[src/rtl/abft_acc_ctrl_pkg.sv]
// Shared types and default widths for the ABFT checksum accumulator sequencer.
package abft_acc_pkg;

    localparam int A_BITS_DEF   = 18;
    localparam int Z_BITS_DEF   = 20;
    localparam int LEN_BITS_DEF = 8;

    typedef enum logic [1:0] {
        IDLE   = 2'd0,
        RUN    = 2'd1,
        FLUSH  = 2'd2,
        RESULT = 2'd3
    } state_t;

endpackage

[src/rtl/abft_acc_ctrl_acc_n.sv]
// Signed running accumulator: z <= (clear ? 0 : z) + sext(a), wrapping mod 2^zBits.
module acc_n #(
    parameter int aBits = 18,
    parameter int zBits = 20
) (
    input  logic             clk,
    input  logic             rst,
    input  logic             clear,
    input  logic [aBits-1:0] a,
    output logic [zBits-1:0] z
);

    logic [zBits-1:0] z_q;
    logic [zBits-1:0] z_d;
    logic [zBits-1:0] a_ext;

    always_comb begin
        a_ext = {{(zBits-aBits){a[aBits-1]}}, a};
        z_d   = (clear ? '0 : z_q) + a_ext;
    end

    always_ff @(posedge clk) begin
        if (rst) z_q <= '0;
        else     z_q <= z_d;
    end

    assign z = z_q;

endmodule

[src/rtl/abft_acc_ctrl.sv]
// Sequences one vector of signed elements through acc_n and hands the final
// sum plus a sticky overflow flag to the checksum comparator.
module abft_acc_ctrl
    import abft_acc_pkg::*;
#(
    parameter int aBits   = A_BITS_DEF,
    parameter int zBits   = Z_BITS_DEF,
    parameter int lenBits = LEN_BITS_DEF
) (
    input  logic               clk,
    input  logic               rst,
    input  logic               start,
    input  logic [lenBits-1:0] len,
    input  logic               in_valid,
    output logic               in_ready,
    input  logic [aBits-1:0]   in_data,
    output logic               out_valid,
    input  logic               out_ready,
    output logic [zBits-1:0]   out_sum,
    output logic               out_ovf,
    output logic               busy
);

    state_t             state_q,     state_d;
    logic [lenBits-1:0] len_q,       len_d;
    logic [lenBits-1:0] cnt_q,       cnt_d;
    logic               first_q,     first_d;
    logic               in_ready_q,  in_ready_d;
    logic               out_valid_q, out_valid_d;
    logic [zBits-1:0]   out_sum_q,   out_sum_d;
    logic               out_ovf_q,   out_ovf_d;
    logic               busy_q,      busy_d;
    logic               sgn_el_q,    sgn_el_d;
    logic               sgn_acc_q,   sgn_acc_d;
    logic               chk_q,       chk_d;
    logic               ovf_sticky_q, ovf_sticky_d;

    logic               xfer;
    logic               acc_clear;
    logic [aBits-1:0]   acc_a;
    logic [zBits-1:0]   acc_z;
    logic               ovf_now;

    acc_n #(
        .aBits (aBits),
        .zBits (zBits)
    ) u_acc (
        .clk   (clk),
        .rst   (rst),
        .clear (acc_clear),
        .a     (acc_a),
        .z     (acc_z)
    );

    always_comb begin
        xfer      = (state_q == RUN) && in_valid && in_ready_q;
        acc_clear = xfer && first_q;
        acc_a     = xfer ? in_data : '0;

        // Signs of the two adder operands from the previous transfer; the
        // result's sign is checked one cycle later against acc_z.
        sgn_el_d  = xfer ? in_data[aBits-1] : sgn_el_q;
        sgn_acc_d = xfer ? (acc_clear ? 1'b0 : acc_z[zBits-1]) : sgn_acc_q;
        chk_d     = xfer;
        ovf_now   = chk_q && (sgn_el_q == sgn_acc_q) && (acc_z[zBits-1] != sgn_el_q);

        if (acc_clear) ovf_sticky_d = 1'b0;
        else           ovf_sticky_d = ovf_sticky_q | ovf_now;

        state_d     = state_q;
        len_d       = len_q;
        cnt_d       = cnt_q;
        first_d     = first_q;
        in_ready_d  = in_ready_q;
        out_valid_d = out_valid_q;
        out_sum_d   = out_sum_q;
        out_ovf_d   = out_ovf_q;
        busy_d      = busy_q;

        case (state_q)
            IDLE: begin
                if (start) begin
                    busy_d = 1'b1;
                    if (len != '0) begin
                        len_d      = len;
                        cnt_d      = '0;
                        first_d    = 1'b1;
                        in_ready_d = 1'b1;
                        state_d    = RUN;
                    end else begin
                        out_sum_d   = '0;
                        out_ovf_d   = 1'b0;
                        out_valid_d = 1'b1;
                        state_d     = RESULT;
                    end
                end
            end
            RUN: begin
                if (xfer) begin
                    cnt_d   = cnt_q + lenBits'(1);
                    first_d = 1'b0;
                    if (cnt_q == len_q - lenBits'(1)) begin
                        in_ready_d = 1'b0;
                        state_d    = FLUSH;
                    end
                end
            end
            FLUSH: begin
                // The last element's overflow check resolves in this very
                // cycle, so capture the sticky flag's next value.
                out_sum_d   = acc_z;
                out_ovf_d   = ovf_sticky_d;
                out_valid_d = 1'b1;
                state_d     = RESULT;
            end
            RESULT: begin
                if (out_ready) begin
                    out_valid_d = 1'b0;
                    busy_d      = 1'b0;
                    state_d     = IDLE;
                end
            end
            default: state_d = IDLE;
        endcase
    end

    always_ff @(posedge clk) begin
        if (rst) begin
            state_q      <= IDLE;
            len_q        <= '0;
            cnt_q        <= '0;
            first_q      <= 1'b0;
            in_ready_q   <= 1'b0;
            out_valid_q  <= 1'b0;
            out_sum_q    <= '0;
            out_ovf_q    <= 1'b0;
            busy_q       <= 1'b0;
            sgn_el_q     <= 1'b0;
            sgn_acc_q    <= 1'b0;
            chk_q        <= 1'b0;
            ovf_sticky_q <= 1'b0;
        end else begin
            state_q      <= state_d;
            len_q        <= len_d;
            cnt_q        <= cnt_d;
            first_q      <= first_d;
            in_ready_q   <= in_ready_d;
            out_valid_q  <= out_valid_d;
            out_sum_q    <= out_sum_d;
            out_ovf_q    <= out_ovf_d;
            busy_q       <= busy_d;
            sgn_el_q     <= sgn_el_d;
            sgn_acc_q    <= sgn_acc_d;
            chk_q        <= chk_d;
            ovf_sticky_q <= ovf_sticky_d;
        end
    end

    assign in_ready  = in_ready_q;
    assign out_valid = out_valid_q;
    assign out_sum   = out_sum_q;
    assign out_ovf   = out_ovf_q;
    assign busy      = busy_q;

endmodule

[config.mk]
export PLATFORM = sky130hd
export DESIGN_NAME = abft_acc_ctrl
export DESIGN_NICKNAME = d
export VERILOG_FILES = /design/src/rtl/abft_acc_ctrl_pkg.sv /design/src/rtl/abft_acc_ctrl_acc_n.sv /design/src/rtl/abft_acc_ctrl.sv
export SDC_FILE = /design/constraint.sdc
export NUM_CORES = 1
export LEC_CHECK = 0
export CELL_PAD_IN_SITES_DETAIL_PLACEMENT = 0
export CELL_PAD_IN_SITES_GLOBAL_PLACEMENT = 1
export CORE_MARGIN = 2
export CORE_UTILIZATION = 44
export CTS_CLUSTER_DIAMETER = 80
export CTS_CLUSTER_SIZE = 10
export DETAILED_ROUTE_END_ITERATION = 8
export PLACE_DENSITY_LB_ADDON = 0.1
export SETUP_SLACK_MARGIN = 0.02
export SYNTH_ARGS = -nofsm -noshare
export SYNTH_HDL_FRONTEND = slang
export SYNTH_HIERARCHICAL = 1
export SYNTH_SLANG_ARGS = --single-unit
[constraint.sdc]
create_clock -name clk -period 9.1 [get_ports clk]
set_clock_uncertainty 0.05 [all_clocks]
set_input_delay 1.82 -clock clk [delete_from_list [all_inputs] [get_ports clk]]
set_output_delay 1.82 -clock clk [all_outputs]
set_load 0.005 [all_outputs]
# Word-level counts from Yosys, hierarchy flattened
# Cells that the tools add are included.
# classes
mul,0
bitwise,1
n_addsub,3
n_reduce_logical,18
eq_ne,12
order_cmp,0
shift,0
mux,33
div_mod_pow,0
# op_table
operator,n
$mux W20,3
$pmux W20 S2,1
$mux W8,3
$add A20 B20 Y20,1
$mux W18,1
$pmux W8 S2,1
$mux W1,13
$reduce_and A4 Y1,3
$mux W2,5
$ne A2 B2 Y1 const B,5
$reduce_and A3 Y1,3
$add A8 B1 Y8 const B,1
$eq A8 B8 Y1,1
$pmux W1 S2,4
$pmux W2 S4,1
$reduce_bool A8 Y1,1
$sub A8 B1 Y8 const B,1
$reduce_bool A2 Y1,3
$logic_and A1 B1 Y1,5
$reduce_and A5 Y1,1
$eq A2 B2 Y1 const B,2
$pmux W1 S3,1
$reduce_bool A3 Y1,1
$eq A2 B1 Y1 const B,1
other kinds (5),5
# word_totals
inputBits,31
memories,0
reg_bits,67
ram_bits,0
mem_bits_ro,0
latch_bits,0
out_inout_bits,24

# Longest topological paths before layout
# Gate-level depths: netlist of the first run.
# logic_depth
depth_word,6
mapped_depth,15

# Hierarchy
# The synthesis of the first run kept the hierarchy.
# modules_own_cells
mod,area_per_inst_um2,cells_each,seq_area_each_um2,n_inst
abft_acc_ctrl,2283.4,269,940.9,1
acc_n,1615.3,193,400.4,1

# Worst setup path after synthesis of the first run
# Ideal clock, no wire load.
# synth_path
path_type,input port to flip-flop
start,input in_valid
end,register u_acc.z_q[18] (netlist: u_acc/z[18])
slack_ns,4.357
path_buffers,2
required_time_ns,8.929
arrival_time_ns,4.572
cell_stages,13
path_cell_list,and3_1 and2_1 clkbuf_1 clkbuf_1 nor2b_1 ha_1 fa_1 a21oi_1 o21ai_0 a21oi_2 nand2_1 a211oi_1 mux2_2
# synth_via
elab_chain_cells,5
word_cells_on_any_way,6
classes_between,add/sub: 1; mux: 2; reduce/logical: 3
# synth_rtl
element,line,text
from (decl),abft_acc_ctrl.sv:14,"input logic in_valid,"
$logic_and A1 B1 Y1 (2 in a row),abft_acc_ctrl.sv:56,xfer = (state_q == RUN) && in_valid && in_ready_q;
$logic_and A1 B1 Y1,abft_acc_ctrl.sv:57,acc_clear = xfer && first_q;
net acc_clear,abft_acc_ctrl.sv:39,logic acc_clear;
$mux W20,abft_acc_ctrl_acc_n.sv:19,z_d = (clear ? '0 : z_q) + a_ext;
$add A20 B20 Y20,abft_acc_ctrl_acc_n.sv:19,
to (signal assigned),abft_acc_ctrl_acc_n.sv:24,else z_q <= z_d;
to (decl),abft_acc_ctrl_acc_n.sv:13,logic [zBits-1:0] z_q;
# The timed path passes the listed nets, and every way through them passes these cells.
# A chain may end at the register's enable or synchronous reset.

# Worst setup path in the final report of the first run
# Ends and elaborated chain as after synthesis.

==> results of run 1 <==
synth_stat cells (all sizes together) (3+ instances only):
cell    instances
clkbuf         13
o21a            3
a31oi           5
xnor2          13
a21o            6
dfxtp          67
nor3            9
inv            13
nand4           7
xor2           16
and3            5
nor2           60
nor2b          24
ha             26
mux2            3
nand2          30
nand3          13
a211oi          6
o211ai          3
or4             4
a21oi          37
o21ai          17
nand2b          5
o31ai           3
a22oi          21
buf             8
and2           18
power groups by stage:
| stage | combinational [mW] | clock, mW | sequential, mW |
|---|---|---|---|
| floorplan | 0.125 | 0 | 0.330 |
| global placement | 0.165 | 0 | 0.334 |
| detailed placement | 0.168 | 0 | 0.334 |
| CTS | 0.169 | 0.252 | 0.327 |
| global route | 0.190 | 0.266 | 0.330 |
| finish | 0.169 | 0.244 | 0.327 |
metal layers:
metal,vias to the layer above,part of all wire,global-route usage
met2,61,0.49,0.336
met4,0,0.0096,0.0738
met1,1613,0.47,0.262
li1,1722,-,-
met5,-,0,0
met3,9,0.033,0.0315
flip-flops by register name (all words and copies together), names as in the netlist:
name,flops
first_q,1
u_acc/z,20
out_valid,1
ovf_sticky_q,1
busy,1
chk_q,1
sgn_acc_q,1
len_q,8
out_ovf,1
cnt_q,8
state_q,2
in_ready,1
sgn_el_q,1
out_sum,20
per-stage QoR:
stage	setup slack, ps	utilization	instance area [um2]
floorplan	4360	-	3900
global placement	3180	0.519	4480
detailed placement	3020	0.519	4480
CTS	3380	0.542	4680
global route	3010	0.542	4680
finish	3420	0.542	4680
critical path: stages:
cell	delay, ps
clkdlybuf4s50_1	510
and3_1	640
and2_1	770
nor2b_1	100
ha_1	260
fa_1	430
a21oi_1	180
o21ai_0	170
a21oi_2	230
nand2_1	120
a211oi_1	250
mux2_2	360
cell families (layout without fill, tap and decap cells):
kind of cell,after synthesis,after routing,share of synthesized area
and+or+nand+nor,184,184,0.238
AOI/OAI and AO/OA,116,116,0.208
DFF,67,67,0.344
buffers and inverters,34,85,0.0414
xor gates and xnor gates,29,29,0.0651
adders and majority gates,27,27,0.0886
muxes,5,5,0.0148
worst paths after layout:
check | startpoint | endpoint | slack, ps | cells past startpoint
hold / removal | sgn_el_q$_SDFFE_PP0P_ | sgn_el_q$_SDFFE_PP0P_ | 430 | 2
hold reg to reg | sgn_el_q$_SDFFE_PP0P_ | sgn_el_q$_SDFFE_PP0P_ | 430 | 2
setup / recovery | in_valid | u_acc/z[18]$_SDFF_PP0_ | 3420 | 12
setup reg to reg | state_q[1]$_SDFFE_PP0P_ | u_acc/z[18]$_SDFF_PP0_ | 4620 | 13
area by class of cell:
type                    count  area (um2)
multi-input cells         361        2400
repair buffers             56         551
fillers                   837        3960
clock buffers              13         179
clock inverters             3        20.0
well taps                 108         135
flip-flops and latches     67        1340
inverters                  13        48.8
==> flow_metrics.tcl, run 1 <==
set metrics [dict create \
    swShare 0.305 \
    setup_viol 0 \
    cp-end-kind "flop" \
    netlist.area_leader.share 0.344 \
    synthCells 462 \
    synth.net_count 520 \
    sequentialPowerShare 0.442 \
    ys_ff_latch 67 \
    drtAntennaViolNets 0 \
    synth.avg_cell_area_um2 8.44 \
    finalPower_uw 740 \
    initial_core_util 0.451 \
    grtUsageTotal 0.200 \
    cp_max_fo 21 \
    p_per_area_nw_per_um2 158 \
    design.die.area_um2 9630 \
    num-nets-final 566 \
    period_minus_slack_ps 5680 \
    cts_resized 0 \
    final.setup.tns_ps 0 \
    holdBufCountCts 0 \
    clockBufferDepth 2 \
    clk_pin_slew_ps 70 \
    worstSetupPathType "input pin to flop" \
    status "finished, final reports clean" \
    dieWidth_um 98.1 \
    synth-main-ff-cell "dfxtp_1" \
    syn_to_final_growth_pct 20.0 \
    syn-cell-area_um2 3900 \
    grt_pass1_vias 3302 \
    p_clk_frac 0.330 \
    rsz0062_at_grt "false" \
    slew_violations 0 \
    worstSetupStartpointType "input pin" \
    hp-class "flop to flop" \
    slew-limit-headroom 0.247 \
    cts_buffers 9 \
    synth_edf_count 0 \
    min_period_over_period 0.624 \
    routedWlPerCell_um 15.1 \
    n_antenna_cell 0 \
    maxCapViolCount 0 \
    antenna_found_initial 0 \
    cp.required_ps 9270 \
    viasPerCell 5.48 \
    vias 3405 \
    num_rows 34 \
    p_int_uw 514 \
    grt_start_max_net_pins 63 \
    arrival_ps 5850 \
    synth_top_area_cell "dfxtp_1" \
    combPwrFrac 0.228 \
    seq_area_frac_synth 0.344 \
    ir_drop_v 0.0000568 \
    grt_pass1_wl_um 15800 \
    place_hpwl_um 6660 \
    overflow 0 \
    static-leakage-power_nw 1.86 \
    async_flop_share 0 \
    place_inst 605 \
    io_pins 55 \
    ys_types 63 \
    switchingPower_uw 226 \
    post-route-drc-count 0 \
    routed_wl_um 9370 \
    ys_top_cells_by_area "dfxtp_1 34%, ha_1 8.3%, nor2_1 5.8%" \
    fp.coreArea_um2 8640 \
    drt_iter0_drc 132 \
    clockRootBuffer "clkbuf_8" \
    final_layout_size_suffix_gt1_frac 0.0760 \
    final_common_cell "dfxtp_1" \
    cts_max_level 3 \
    cts_tree "built" \
    worstMarginPinSlew_ps 1130 \
    finalHoldViolCount 0 \
    ys.warnings.count 6 \
    cts_setup_buffers 0 \
    clk_latency_ps 340 \
    final_cell_mix "67 x dfxtp_1, 60 x nor2_1, 53 x clkdlybuf4s50_1, 32 x a21oi_1, 30 x nand2_1" \
    place_congestion 0.854 \
    dieHeight_um 98.1 \
    clkSinkCount 67 \
    fmax_mhz 176 \
    hold_slack_ps 431 \
    first_pass_iters 4 \
    final_cell_count_no_fill 621 \
    io_buffer_count 54 \
]
Note: power is estimated with default switching activity, not from simulation.
==> inputs of run 2 (changes only) <==
--- a/config.mk
+++ b/config.mk
@@ -8,7 +8,7 @@
 export CELL_PAD_IN_SITES_DETAIL_PLACEMENT = 0
 export CELL_PAD_IN_SITES_GLOBAL_PLACEMENT = 1
 export CORE_MARGIN = 2
-export CORE_UTILIZATION = 44
+export CORE_UTILIZATION = 37
 export CTS_CLUSTER_DIAMETER = 80
 export CTS_CLUSTER_SIZE = 10
 export DETAILED_ROUTE_END_ITERATION = 8
==> constraint.sdc (replaced) <==
create_clock -name clk -period 5.1 [get_ports clk]
set_clock_uncertainty 0.05 [all_clocks]
set_input_delay 1.02 -clock clk [delete_from_list [all_inputs] [get_ports clk]]
set_output_delay 1.02 -clock clk [all_outputs]
set_load 0.005 [all_outputs]
==> flow_metrics.tcl, run 2 (same netlist as run 1, synthesis figures left out) <==
set metrics [dict create \
    io_pins 55 \
    cts_buffers 9 \
    io_buffer_count 54 \
    fmax_mhz 244 \
    vias 3332 \
    hp-class "flop to flop" \
    num-nets-final 567 \
    grt_pass1_vias 3346 \
    first_pass_iters 4 \
    grt_pass1_wl_um 16400 \
    place_congestion 0.814 \
    final_layout_size_suffix_gt1_frac 0.0798 \
    p_per_area_nw_per_um2 285 \
    worstMarginPinSlew_ps 1200 \
    initial_core_util 0.379 \
    syn_to_final_growth_pct 21.2 \
    final_common_cell "dfxtp_1" \
    clk_pin_slew_ps 80 \
    routedWlPerCell_um 15.0 \
    n_antenna_cell 0 \
    arrival_ps 4290 \
    maxCapViolCount 0 \
    place_hpwl_um 7130 \
    final_cell_mix "67 x dfxtp_1, 60 x nor2_1, 53 x clkdlybuf4s50_1, 32 x a21oi_1, 30 x nand2_1" \
    overflow 0 \
    design.die.area_um2 11400 \
    worstSetupStartpointType "input pin" \
    ir_drop_v 0.000163 \
    setup_viol 0 \
    slew_violations 0 \
    holdBufCountCts 0 \
    cp_max_fo 12 \
    final.setup.tns_ps 0 \
    rsz0062_at_grt "false" \
    grtUsageTotal 0.182 \
    cts_max_level 3 \
    antenna_found_initial 0 \
    finalHoldViolCount 0 \
    viasPerCell 5.13 \
    dp_slack_ps 606 \
    final.fill_count 1075 \
    seqCellArea_um2 1340 \
    clockBufferDepth 2 \
    drtAntennaViolNets 0 \
    grt_start_max_net_pins 40 \
    status "finished, final reports clean" \
    post-route-drc-count 0 \
    cts_setup_buffers 0 \
    worstSetupPathType "input pin to flop" \
    fp.coreArea_um2 10300 \
    drt_iter0_drc 179 \
    dieWidth_um 107 \
    clkSinkCount 67 \
    period_minus_slack_ps 4110 \
    setup_ws_ps 995 \
    min_period_over_period 0.805 \
    cts_resized 0 \
    cp.required_ps 5290 \
    slew-limit-headroom 0.200 \
    clockRootBuffer "clkbuf_8" \
    dieHeight_um 107 \
    clk_latency_ps 350 \
    multi_input_area_um2 2410 \
    cts_tree "built" \
    cp-end-kind "flop" \
    static-leakage-power_nw 1.86 \
    routed_wl_um 9770 \
    num_rows 37 \
]
[run 2: stage by stage]
step           area (um2)  power [mW]  utilization  hold WS, ps  cells
6_report             4720        1.35        0.460          420    650
5_1_grt              4720        1.43        0.460          454    650
4_1_cts              4720        1.37        0.460          424    650
3_5_place_dp         4520       0.903        0.440          413    634
3_3_place_gp         4520       0.898        0.440          407    634
2_1_floorplan        3900       0.811            -          395    462
[run 2: final cells by class]
cell class / instances / area share
clock buffers: 9 / 0.0262
clock inverters: 7 / 0.0162
inverters: 13 / 0.0103
multi-input cells: 361 / 0.509
flip-flops and latches: 67 / 0.284
well taps: 136 / 0.0360
repair buffers: 57 / 0.118
[run 2: worst max-delay path: stages]
cell and delay (ps):
clkdlybuf4s50_1 520, and3_1 190, and2_1 450, nor2b_1 100, ha_1 250, fa_1 430
a21oi_1 190, o21ai_0 180, a21oi_2 230, nand2_1 130, a211oi_1 240, mux2_2 360
[run 2: worst paths after layout]
kind	from	endpoint	cells past startpoint	slack (ps)
setup / recovery	in_valid	u_acc/z[18]$_SDFF_PP0_	12	990
hold / removal	sgn_el_q$_SDFFE_PP0P_	sgn_el_q$_SDFFE_PP0P_	2	420
setup reg to reg	state_q[1]$_SDFFE_PP0P_	u_acc/z[18]$_SDFF_PP0_	13	1390
hold reg to reg	sgn_el_q$_SDFFE_PP0P_	sgn_el_q$_SDFFE_PP0P_	2	420
[run 2: routing by layer]
metal	part of all wire	up-vias	global-route usage	wire, um
met1	0.48	1539	0.233	4690
li1	-	1731	-	-
met3	0.028	11	0.0267	276
met5	0	-	0	0
met2	0.48	51	0.308	4660
met4	0.014	0	0.0677	137
[run 2: where the power goes]
group / internal (mW) / leakage [nW] / switching (mW)
Sequential: 0.554 / 0.542 / 0.0310
Combinational: 0.134 / 1.23 / 0.168
Clock: 0.228 / 0.0958 / 0.231
